===== config.mk =====
export PLATFORM = sky130hd
export DESIGN_NAME = ssd_block_engine
export DESIGN_NICKNAME = d
export VERILOG_FILES = /design/src/rtl/ssd_block_engine.sv
export SDC_FILE = /design/constraint.sdc
export NUM_CORES = 1
export LEC_CHECK = 0
export ABC_AREA = 1
export BUFFER_PORTS_ARGS = -buffer_cell sky130_fd_sc_hd__buf_2
export CORE_ASPECT_RATIO = 1.5
export CORE_MARGIN = 5
export CORE_UTILIZATION = 64
export CTS_CLUSTER_DIAMETER = 80
export DETAILED_ROUTE_END_ITERATION = 8
export PLACE_DENSITY = 0.95
export SLEW_MARGIN = 20
export SYNTH_ARGS = -nofsm -noshare
export SYNTH_HDL_FRONTEND = slang
export SYNTH_SLANG_ARGS = --single-unit

===== constraint.sdc =====
create_clock -name clk_in -period 6.9 [get_ports clk_in]
set_clock_uncertainty 0.15 [all_clocks]
set_input_delay 0.69 -clock clk_in [delete_from_list [all_inputs] [get_ports clk_in]]
set_output_delay 0.69 -clock clk_in [all_outputs]
set_load 0.03 [all_outputs]

===== src/rtl/ssd_block_engine.sv =====
// Block SSD engine: one row per cycle into a 3-stage diff/square/accumulate pipe.
// Optional early termination compiled in with `define SSD_EARLY_TERM_EN.
module ssd_block_engine #(
  parameter  int BLOCK_SIZE = 6,
  parameter  int PIX_W      = 8,
  localparam int SSD_W      = $clog2(64'(BLOCK_SIZE) * 64'(BLOCK_SIZE)
                                     * ((64'd1 << PIX_W) - 64'd1) ** 2
                                     + 64'd1)
) (
  input  logic                        clk_in,
  input  logic                        rst_n_in,
  input  logic                        flush_in,
  input  logic                        row_valid_in,
  output logic                        row_ready_out,
  input  logic [BLOCK_SIZE*PIX_W-1:0] left_row_in,
  input  logic [BLOCK_SIZE*PIX_W-1:0] right_row_in,
  output logic                        valid_out,
  input  logic                        ready_in,
  output logic [SSD_W-1:0]            ssd_out
`ifdef SSD_EARLY_TERM_EN
  ,
  input  logic [SSD_W-1:0]            threshold_in,
  output logic                        early_term_out
`endif
);

  localparam int CW = (BLOCK_SIZE > 1) ? $clog2(BLOCK_SIZE) : 1;

  typedef enum logic [1:0] {
    ACCUM,
    DRAIN,
    DONE
  } state_t;

  state_t r_state;
  state_t w_next;

  logic [CW-1:0] r_cnt;
  logic          w_accept;
  logic          w_last;
  logic          w_hs;
  logic          w_frozen;

  logic [BLOCK_SIZE-1:0][PIX_W:0]     r_d1;
  logic [BLOCK_SIZE-1:0][PIX_W:0]     w_d;
  logic [BLOCK_SIZE-1:0][2*PIX_W-1:0] r_sq2;
  logic [BLOCK_SIZE-1:0][2*PIX_W-1:0] w_sq;
  logic [SSD_W-1:0]                   r_acc;
  logic [SSD_W-1:0]                   w_rowsum;
  logic [SSD_W-1:0]                   w_sum;

  logic r_v1;
  logic r_l1;
  logic r_v2;
  logic r_l2;
  logic r_l3;

  function automatic logic [2*PIX_W-1:0] sq(
    input logic [PIX_W:0] d
  );
    logic [PIX_W-1:0] m;
    m = d[PIX_W] ? PIX_W'(-d) : d[PIX_W-1:0];
    return (2*PIX_W)'(m) * (2*PIX_W)'(m);
  endfunction

  assign row_ready_out = (r_state == ACCUM) && rst_n_in;
  assign w_accept      = row_valid_in && row_ready_out;
  assign w_last        = (r_cnt == CW'(BLOCK_SIZE - 1));
  assign w_hs          = (r_state == DONE) && ready_in;
  assign ssd_out       = r_acc;

  always_comb begin
    w_d      = '0;
    w_sq     = '0;
    w_rowsum = '0;
    for (int c = 0; c < BLOCK_SIZE; c++) begin
      w_d[c]   = {1'b0, left_row_in[c*PIX_W +: PIX_W]}
               - {1'b0, right_row_in[c*PIX_W +: PIX_W]};
      w_sq[c]  = sq(r_d1[c]);
      w_rowsum = w_rowsum + SSD_W'(r_sq2[c]);
    end
  end

  assign w_sum = r_acc + w_rowsum;

`ifdef SSD_EARLY_TERM_EN
  logic [SSD_W-1:0] r_thr;
  logic             r_term;

  always_ff @(posedge clk_in or negedge rst_n_in) begin
    if (!rst_n_in) begin
      r_thr  <= '0;
      r_term <= 1'b0;
    end else if (flush_in || w_hs) begin
      r_term <= 1'b0;
    end else begin
      if (w_accept && (r_cnt == '0))
        r_thr <= threshold_in;
      if (r_v2 && !r_term && (w_sum > r_thr))
        r_term <= 1'b1;
    end
  end

  assign w_frozen       = r_term;
  assign early_term_out = r_term && (r_state == DONE);
`else
  assign w_frozen = 1'b0;
`endif

  always_ff @(posedge clk_in or negedge rst_n_in) begin
    if (!rst_n_in)
      r_state <= ACCUM;
    else
      r_state <= w_next;
  end

  always_comb begin
    w_next = r_state;
    unique case (r_state)
      ACCUM:   if (w_accept && w_last) w_next = DRAIN;
      DRAIN:   if (r_l3) w_next = DONE;
      DONE:    if (ready_in) w_next = ACCUM;
      default: w_next = ACCUM;
    endcase
    if (flush_in)
      w_next = ACCUM;
  end

  always_comb begin
    valid_out = 1'b0;
    unique case (1'b1)
      (r_state == DONE): valid_out = 1'b1;
      default:           valid_out = 1'b0;
    endcase
  end

  // r_l* tags the final row through the pipe so DRAIN knows when to finish
  always_ff @(posedge clk_in or negedge rst_n_in) begin
    if (!rst_n_in) begin
      r_cnt <= '0;
      r_d1  <= '0;
      r_sq2 <= '0;
      r_acc <= '0;
      r_v1  <= 1'b0;
      r_l1  <= 1'b0;
      r_v2  <= 1'b0;
      r_l2  <= 1'b0;
      r_l3  <= 1'b0;
    end else if (flush_in) begin
      r_cnt <= '0;
      r_acc <= '0;
      r_v1  <= 1'b0;
      r_l1  <= 1'b0;
      r_v2  <= 1'b0;
      r_l2  <= 1'b0;
      r_l3  <= 1'b0;
    end else begin
      r_v1 <= w_accept;
      r_l1 <= w_accept && w_last;
      if (w_accept) begin
        r_d1  <= w_d;
        r_cnt <= w_last ? '0 : r_cnt + 1'b1;
      end
      r_v2 <= r_v1;
      r_l2 <= r_l1;
      if (r_v1)
        r_sq2 <= w_sq;
      r_l3 <= r_v2 && r_l2;
      if (w_hs) begin
        r_acc <= '0;
        r_cnt <= '0;
      end else if (r_v2 && !w_frozen) begin
        r_acc <= w_sum;
      end
    end
  end

endmodule

# --- Yosys cells after proc, flatten, opt, wreduce, memory -nomap -nowiden ---
# Index checks and enable logic that the tools add are counted.
totals:
  ff_bits: 182
  inputBits: 101
  out_inout_bits: 24
  word_cells: 87
op_classes:
  n_addsub: 19
  n_mul: 6
  eq_ne: 6
  muxes: 24
  bitwise_logic: 1
  n_reduce_logical: 11
ops:
  columns: ["cell", "count"]
  rows:
  - ["$mul 8x8->16", 6]
  - ["$mux 22", 3]
  - ["$sub 8x8->9", 6]
  - ["$mux 8", 6]
  - ["$neg 8->8", 6]
  - ["$add 22x21->22", 1]
  - ["$add 20x16->21", 1]
  - ["$add 19x16->20", 1]
  - ["$add 18x16->19", 1]
  - ["$add 17x16->18", 1]
  - ["$add 16x16->17", 1]
  - ["$mux 3", 4]
  - ["$mux 2", 4]
  - ["$mux 1", 6]
  - ["$ne 3x3->1 const B", 2]
  - ["$pmux 2 s3", 1]
  - ["$reduce_bool 3->1", 2]
  - ["$logic_and 1x1->1", 5]
  - ["$reduce_and 2->1", 2]
  - ["$add 3x1->3 const B", 1]
  - ["$eq 3x3->1 const B", 1]
  - ["$ne 3x2->1 const B", 1]
  - ["$reduce_and 3->1", 1]
  - ["$eq 2x1->1 const B", 1]
  - ["other kinds (3)", 3]

# --- Logic depth before layout (Yosys ltp) ---
# Gate-level depths: netlist (run 1).
logic_depth:
  ltp_word: 9
  mapped_depth: 28
  mapped_depth_nobuf: 27

# --- Worst setup path before layout (run 1) ---
# No wires, ideal clock.
synth_path:
  kind: "reg-to-reg"
  from: "register r_d1[18] (netlist name)"
  to: "register r_sq2[43] (netlist name)"
  setup_ns: 0.117
  t_arrival_ns: 4.671
  required_ns: 6.633
  slack_ns: 1.962
  path_stages_with_launch: 27
  n_path_buf: 1
  synth_period_minus_slack_ns: 4.938
  path_cell_list: "dfrtp_1 -> inv_1 -> buf_2 -> ha_1 -> inv_1 -> nor3_2 -> nand3_1 -> nand2_1 -> nand2_1 -> nand2_2 -> inv_1 -> nor2_1 -> inv_1 -> fa_1 -> inv_1 -> fa_1 -> inv_1 -> fa_1 -> inv_1 -> fa_1 -> ha_1 -> a21oi_1 -> a21boi_1 -> o21ai_0 -> xor2_1 -> nand2_1 -> nand2_1"
synth_via:
  elab_chain_len: 3
synth_lines:
  columns: ["element", "line_no", "text"]
  rows:
  - ["from (decl)", "44", "logic [BLOCK_SIZE-1:0][PIX_W:0] r_d1;"]
  - ["from (signal assigned)", "161", "r_d1 <= w_d;"]
  - ["$neg 8->8", "62", "m = d[PIX_W] ? PIX_W'(-d) : d[PIX_W-1:0];"]
  - ["$mux 8 *", "62", null]
  - ["$mul 8x8->16 *", "63", "return (2*PIX_W)'(m) * (2*PIX_W)'(m);"]
  - ["to (signal assigned)", "167", "r_sq2 <= w_sq;"]
  - ["to (decl)", "46", "logic [BLOCK_SIZE-1:0][2*PIX_W-1:0] r_sq2;"]
# Mark *: on every way between the ends. The rest lies on a longest branch, timed or not.
# A chain may end at the register's enable or synchronous reset.

# --- Worst setup path after layout (run 1) ---
layout_path:
  from: "register r_d1[45] (netlist name)"
  to: "register r_sq2[91] (netlist name)"
# Same word-level chain as after synthesis.

==> qor.txt, run 1 <==
status = finished, final reports clean
Layout area overhead = 7.25%
max_cap viols = 0
register area = 4400 um2
FF-to-FF setup slack = 1.33 ns
Worst Max-Slew Pin Slew = 1.07 ns
post-CTS resize count = 0
clk slew on worst S/H paths = 0.08 ns
die height = 241 um
CP required = 7.11 ns
top cells by area, synth = fa_1 20%, dfrtp_1 19%, ha_1 14%
# DRC = 0
Crit. End Element = flop
worst r2r dst = r_sq2[91]
crit share post-route = 80.7%
vias in the first global route = 20503
Worst R2R Start = r_d1[45]
FF+latch count, synth = 176
Max Fclk = 179 MHz
die width = 164 um
Layout fillers = 2601
final setup fails = 0
critical path class = flop to flop
Yosys warnings = 0
arrival time worst endpoint = 5.78 ns
multi-input logic area = 15700 um2
# IOs = 125
slew margin rel. = 28.6%
number of I/O port buffers = 124
CTS root buf = clkbuf_16
RSZ-0062 raised after global routing = no
Initial Utilization = 64.7%
DRT Pass-1 Iters = 7
Post-Syn Area per Cell = 7.69 um2
hold-fix buffers at CTS = 0
Min Clock Period, post-route = 5.57 ns
vias per cell = 5.60
final slew viol count = 0
first-pass GRT wire length = 95.3 mm
WL per Instance = 15.8 um
Vias = 19960
Final Hold Fails = 0
Antenna Nets Post-Route = 0
initial DRC count = 1633
antenna violations before repair = 1
most frequent cells in the layout = 637 x inv_1, 579 x nand2_1, 260 x ha_1
full die area = 39500 um2
CTS Buffer Depth = 2
Slowest cell on crit path = fa_1
DP HPWL = 45.5 mm
Post-synth EDFFs = 0
largest net degree at the start of global routing = 105
crit-path max FO = 11
Post-synth top flop = dfrtp_1
Worst Reg-to-Reg Cells = 25
share of flip-flops with an asynchronous set or reset = 100%
post-synth top area cell = fa_1
TritonCTS clock tree = yes
most common cell after layout, fill and taps aside = inv_1
core area = 35100 um2
Rows = 84
Ant. Diodes = 0
setup tns final = 0 ns
routability cong. = 0.977
clock tree sinks = 176
total track usage = 29.6%
cell count after synthesis = 2957
ratio of cells with drive above 1 in the final layout = 7.73%
number of setup buffers added after CTS = 0
unique cell type count in the Yosys netlist = 48
routed wire length = 56.4 mm
sequential fraction of the synthesis area = 19.4%
post-synth top area share = 20.3%
H-tree Lvls = 4
final net count = 3671
crit start category = flop
GRT Residual Overflow = 0
Num CTS Buffers = 17
Post-Synthesis Cell Area = 22700 um2
Min-Delay Path Class = input port to async pin
Worst-Skew Late Latency = 0.46 ns
largest stage delay on the critical path = 0.54 ns
[state kept, by name (all words and copies together) (netlist names)]
register,count
r_cnt,3
r_l1,1
r_sq2,90
ssd_out,22
r_state,2
r_v1,1
r_d1,54
r_v2,1
r_l3,1
r_l2,1
[layout make-up]
cell class / instances / share of cell area [%]
Clock buffer: 18 / 1.80
Clock inverter: 14 / 0.585
Inverter: 657 / 10.1
Multi-Input combinational cell: 2097 / 64.2
Sequential cell: 176 / 18.1
Tap cell: 473 / 2.43
Timing Repair Buffer: 130 / 2.76
[routing by layer]
metal / share of wire [%] / track usage, %
met2: 50 / 52.1
met1: 37 / 34.0
met4: 6.4 / 16.7
met5: 0.023 / 0
met3: 6.1 / 5.06
[metrics by stage]
step,instances,setup WS (ns),util (%),instance area [um2],hold slack (ns)
after detailed placement,3533,1.44,67.8,23800,0.311
after global routing,3565,0.942,69.4,24400,0.0808
after CTS,3565,1.42,69.4,24400,0.0416
after floorplan,2972,1.96,-,22800,0.244
final,3565,1.33,69.4,24400,0.0256
after global placement,3533,1.66,67.8,23800,0.303
[cells by family (layout without fill, tap and decap cells)]
kind of cell               after synthesis  after routing  synth area share [%]
AOI/OAI and AO/OA                      406            406                  9.93
xor gates and xnor gates                94             94                  3.69
muxes                                    1              1                0.0440
DFF                                    176            176                  19.4
adders and majority gates              491            491                  34.7
other                                    1             16                0.0165
buffers and inverters                  699            819                  12.0
and+or+nand+nor                       1089           1089                  20.3
[worst max-delay path by stage]
stage,startpoint,to,cells past startpoint
after detailed placement,r_d1[18],r_sq2[43],25
after global routing,r_d1[27],r_sq2[59],25
final,r_d1[45],r_sq2[91],25
after CTS,r_d1[45],r_sq2[91],25
after floorplan,r_d1[18],r_sq2[43],26
after global placement,r_d1[18],r_sq2[43],25
[critical path, delay by kind of cell (launching register included)]
family | cells | cell delay (ns)
buf+inv | 6 | 0.57
xor+xnor | 1 | 0.16
flops | 1 | 0.40
fa+ha+maj | 6 | 2.52
compound gates | 3 | 0.70
simple gates | 9 | 0.96
[Yosys cell counts (8+ instances only)]
master / count
a31oi_1: 25
inv_2: 18
buf_6: 8
nand2_2: 18
fa_1: 231
or2_2: 11
dfrtp_1: 176
clkbuf_1: 8
ha_1: 260
xor2_1: 38
nand3_1: 157
a21o_1: 9
o21ai_0: 141
nor2_1: 247
nand3b_1: 8
buf_2: 24
nand4_1: 33
a21boi_1: 8
inv_1: 637
o21ai_1: 52
nor3_1: 12
o22ai_1: 8
o21a_1: 12
a21oi_1: 124
xnor2_1: 54
nand2_1: 579
Power of run 1 is left out: the tool's default activity adds up to more than one toggle a clock period on the data nets, which glitch-free logic cannot reach.
==> run 2, diff against run 1 <==
- clock period: 6.9 -> 5.5 ns (I/O delays scaled with it)
==> run 2 against run 1 <==
Net effect: via count rose by 0.61%; first-iteration DRC count fell by 0.43%; worst setup slack got worse by 1.1 ns; design area rose by 0.77%; non-clock buffer count rose by 5; utilization rose by 0.53 points; largest cell class unchanged; fmax rose by 6.6%.
==> qor.txt, run 2 (synthesized netlist as in run 1, its figures left out) <==
status = finished, final reports clean (unchanged)
Worst Max-Slew Pin Slew = 1.12 ns (was 1.07 ns)
Slowest cell on crit path = fa_1 (unchanged)
die width = 164 um (unchanged)
initial DRC count = 1626 (was 1633)
Min Clock Period, post-route = 5.23 ns (was 5.57 ns)
Crit. End Element = flop (unchanged)
ratio of cells with drive above 1 in the final layout = 8.69% (was 7.73%)
max reg flops = 90 (unchanged)
slew margin rel. = 25.4% (was 28.6%)
vias in the first global route = 20712 (was 20503)
routed wire length = 56.3 mm (was 56.4 mm)
cell family with most CP delay = adder cells (unchanged)
arrival time worst endpoint = 5.48 ns (was 5.78 ns)
GRT Residual Overflow = 0 (unchanged)
Num CTS Buffers = 17 (unchanged)
Initial Utilization = 64.7% (unchanged)
first-pass GRT wire length = 93.9 mm (was 95.3 mm)
clk slew on worst S/H paths = 0.07 ns (was 0.08 ns)
core area = 35100 um2 (unchanged)
Layout area overhead = 8.08% (was 7.25%)
CTS root buf = clkbuf_16 (unchanged)
largest stage delay on the critical path = 0.54 ns (about the same)
final core occ = 70.0% (was 69.4%)
antenna violations before repair = 0 (was 1)
most common cell after layout, fill and taps aside = inv_1 (unchanged)
Min-Delay Path Class = input port to flop (was input port to async pin)
Worst-Skew Late Latency = 0.47 ns (was 0.46 ns)
Final Hold Fails = 0 (unchanged)
stages on the worst setup path = 27 (was 25)
final net count = 3676 (was 3671)
total track usage = 29.1% (was 29.6%)
TritonCTS clock tree = yes (unchanged)
largest net degree at the start of global routing = 111 (was 105)
WL per Instance = 15.8 um (about the same)
H-tree Lvls = 4 (unchanged)
crit share post-route = 95.1% (was 80.7%)
Reg with most FFs = r_sq2 (unchanged)
number of I/O port buffers = 124 (unchanged)
DP HPWL = 45.2 mm (was 45.5 mm)
# DRC = 0 (unchanged)
clock tree sinks = 176 (unchanged)
routability cong. = 0.959 (was 0.977)
Antenna Nets Post-Route = 0 (unchanged)
crit start category = flop (unchanged)
most frequent CP cell = inv_1
max_cap viols = 0 (unchanged)
final slew viol count = 0 (unchanged)
Worst Reg-to-Reg Cells = 27 (was 25)
full die area = 39500 um2 (unchanged)
DRT Pass-1 Iters = 7 (unchanged)
Buf/Inv on CP = 8 (was 6)
Vias = 20082 (was 19960)
Max Fclk = 191 MHz (was 179 MHz)
number of setup buffers added after CTS = 0 (unchanged)
crit-path max FO = 11 (unchanged)
most frequent cells in the layout = 636 x inv_1, 578 x nand2_1, 255 x ha_1 (was 637 x inv_1, 579 x nand2_1, 260 x ha_1)
final setup fails = 0 (unchanged)
CP required = 5.75 ns (was 7.11 ns)
# IOs = 125 (unchanged)
WHS Path Cells = 2
CTS Buffer Depth = 2 (unchanged)
Ant. Diodes = 0 (unchanged)
critical path class = flop to flop (unchanged)
die height = 241 um (unchanged)
Rows = 84 (unchanged)
vias per cell = 5.63 (was 5.60)
==> run 2: final timing paths <==
check / start / to / slack [ns]
max: r_d1[36] / r_sq2[79] / 0.27
min: flush_in / r_l2 / 0.21
max reg2reg: r_d1[36] / r_sq2[79] / 0.27
min reg2reg: r_l1 / r_l2 / 0.32
max in group asynchronous: rst_n_in / r_d1[9] / 3.52
min in group asynchronous: rst_n_in / r_state[0] / 0.47
==> run 2: timing repair <==
item	in CTS	in global routing
hold endpoints to repair	60	0
gates resized for setup	0	36
setup endpoints to repair	0	32
hold buffers	1	0
==> run 2: final cells by class <==
type                            instances  area (um2)
Tap cell                              473         592
Inverter                              657        2470
Sequential cell                       176        4400
Fill cell                            2621       10500
Multi-Input combinational cell       2097       15800
Timing Repair Buffer                  135         712
Clock inverter                         14         165
Clock buffer                           18         439
==> run 2: routing by layer <==
metal / vias to the layer above / track usage (%) / share of wire (%)
li1: 9462 / - / -
met5: - / 0 / 0
met2: 859 / 52.3 / 51
met3: 265 / 4.53 / 6.4
met1: 9496 / 33.5 / 37
met4: 0 / 14.6 / 5.8
==> run 2: per-stage QoR <==
stage               area, um2  worst slack, ns  cells  TNS (ns)  hold WS, ns
global placement        23800            0.421   3537         0        0.303
CTS                     24400            0.113   3570         0        0.206
global route            24600          -0.0847   3570    -0.252        0.225
detailed placement      23800            0.180   3537         0        0.316
finish                  24600            0.272   3570         0        0.212
floorplan               22800            0.562   2972         0        0.104
Power of run 2 is left out for the same reason.
==> run 3, diff against run 2 <==
- CELL_PAD_IN_SITES_DETAIL_PLACEMENT: default -> 1
- CELL_PAD_IN_SITES_GLOBAL_PLACEMENT: default -> 2
- CORE_UTILIZATION: 64 -> 38
==> run 3 against run 2 <==
Net effect: global-route usage fell by 9.5 points; register-to-register slack improved by 0.04 ns; first-iteration DRC count is 59% lower; cell count rose by 8.7%; routed wire length increased by 11%; critical path type unchanged.
==> qor.txt, run 3 (synthesized netlist as in run 1, its figures left out) <==
status = finished, final reports clean (unchanged)
RSZ-0062 raised after global routing = yes
Rows = 109 (was 84)
Worst-Skew Late Latency = 0.47 ns (about the same)
arrival time worst endpoint = 5.39 ns (was 5.48 ns)
die height = 310 um (was 241 um)
vias in the first global route = 20862 (was 20712)
# IOs = 125 (unchanged)
clock tree sinks = 176 (unchanged)
setup tns final = 0 ns (unchanged)
antenna violations before repair = 2 (was 0)
CTS root buf = clkbuf_16 (unchanged)
first-pass GRT wire length = 103 mm (was 93.9 mm)
Crit. End Element = flop (unchanged)
core area = 59100 um2 (was 35100 um2)
final setup fails = 0 (unchanged)
Num CTS Buffers = 17 (unchanged)
total track usage = 19.5% (was 29.1%)
routability cong. = 0.852 (was 0.959)
most common cell after layout, fill and taps aside = inv_1 (unchanged)
fin cells = 3882 (was 3570)
# DRC = 0 (unchanged)
DP HPWL = 53.3 mm (was 45.2 mm)
hold_sp = flush_in (unchanged)
Layout fillers = 7445 (was 2621)
max_cap viols = 0 (unchanged)
clk slew on worst S/H paths = 0.08 ns (was 0.07 ns)
crit start category = flop (unchanged)
Worst Max-Slew Pin Slew = 0.782 ns (was 1.12 ns)
Min-Delay Path Class = input port to flop (unchanged)
Min Clock Period, post-route = 5.19 ns (was 5.23 ns)
Layout area overhead = 10.2% (was 8.08%)
full die area = 64900 um2 (was 39500 um2)
worst r2r dst = r_sq2[10] (was r_sq2[79])
initial DRC count = 662 (was 1626)
die width = 210 um (was 164 um)
Final Hold Fails = 0 (unchanged)
FF-to-FF setup slack = 0.31 ns (was 0.27 ns)
GRT Residual Overflow = 0 (unchanged)
crit-path max FO = 6 (was 11)
number of setup buffers added after CTS = 0 (unchanged)
vias per cell = 4.92 (was 5.63)
Hold Path End = r_l3 (was r_l2)
number of I/O port buffers = 124 (unchanged)
critical path class = flop to flop (unchanged)
TritonCTS clock tree = yes (unchanged)
Antenna Nets Post-Route = 0 (unchanged)
final core occ = 42.4% (was 70.0%)
CP required = 5.70 ns (was 5.75 ns)
DRT Pass-1 Iters = 4 (was 7)
largest net degree at the start of global routing = 73 (was 111)
Max Fclk = 193 MHz (was 191 MHz)
DP Cell Count = 3849 (was 3537)
Worst Reg-to-Reg Cells = 22 (was 27)
crit share post-route = 94.4% (was 95.1%)
Worst R2R Start = r_d1[1] (was r_d1[36])
H-tree Lvls = 4 (unchanged)
ratio of cells with drive above 1 in the final layout = 9.02% (was 8.69%)
final slew viol count = 0 (unchanged)
CTS Buffer Depth = 2 (unchanged)
Ant. Diodes = 0 (unchanged)
Initial Utilization = 38.5% (was 64.7%)
slew margin rel. = 47.9% (was 25.4%)
most frequent cells in the layout = 637 x inv_1, 578 x nand2_1, 252 x ha_1 (was 636 x inv_1, 578 x nand2_1, 255 x ha_1)
Vias = 19086 (was 20082)
Reg with most FFs = r_sq2 (unchanged)
WHS Path Cells = 2 (unchanged)
final net count = 3684 (was 3676)
max reg flops = 90 (unchanged)
WL per Instance = 16.0 um (was 15.8 um)
routed wire length = 62.3 mm (was 56.3 mm)
## run 3: what timing repair did
item | CTS | global route
hold endpoints to repair | 67 | 0
setup endpoints to repair | 0 | 31
hold buffers | 1 | 0
gates resized for setup | 0 | 36
## run 3: how the worst max path moves through the flow
stage	start	endpoint	slack [ns]	depth (start not counted)
6_report	r_d1[1]	r_sq2[10]	0.31	22
5_1_grt	r_d1[1]	r_sq2[15]	-0.07	24
2_1_floorplan	r_d1[18]	r_sq2[43]	0.56	26
3_5_place_dp	r_d1[36]	r_sq2[75]	0.15	25
4_1_cts	r_d1[28]	r_sq2[59]	0.12	25
3_3_place_gp	r_d1[36]	r_sq2[75]	0.32	25
## run 3: per-stage QoR
step | worst slack (ns) | cell area, um2 | hold WS (ns)
3_5_place_dp | 0.149 | 24300 | 0.308
2_1_floorplan | 0.562 | 22800 | 0.104
3_3_place_gp | 0.318 | 24300 | 0.297
6_report | 0.311 | 25000 | 0.203
4_1_cts | 0.122 | 24900 | 0.174
5_1_grt | -0.0682 | 25000 | 0.200
## run 3: layer usage
layer  global-route usage (%)  part of all wire, %
met2                     37.1                   53
met5                        0                0.040
met4                     5.51                  2.5
met1                     23.0                   42
met3                     2.43                  2.4
## run 3: layout make-up
class                      instances  area [um2]  share of cell area, %
clock buffer                      18         439                   1.75
clock inverter                    14         168                  0.670
inverter                         657        2470                   9.88
multi-input combinational       2097       15800                   63.1
sequential                       176        4400                   17.6
tap                              777         972                   3.88
timing repair buffer             143         774                   3.09
## run 3: worst max-delay path: stages, from the launching register on
cell and delay [ns]:
dfrtp_1 0.40, inv_1 0.11, ha_1 0.17, inv_1 0.06
nor3_2 0.16, nand3_1 0.13, nand2_1 0.08, nand2_1 0.06
nand2_2 0.12, inv_1 0.12, nor2_1 0.25, fa_1 0.48
xnor2_1 0.21, xor2_1 0.23, fa_1 0.48, fa_1 0.47
ha_1 0.35, a21oi_1 0.27, a21boi_1 0.31, o21ai_0 0.15
xor2_1 0.18, nand2_1 0.08, nand2_1 0.06
Power of run 3 is left out for the same reason.
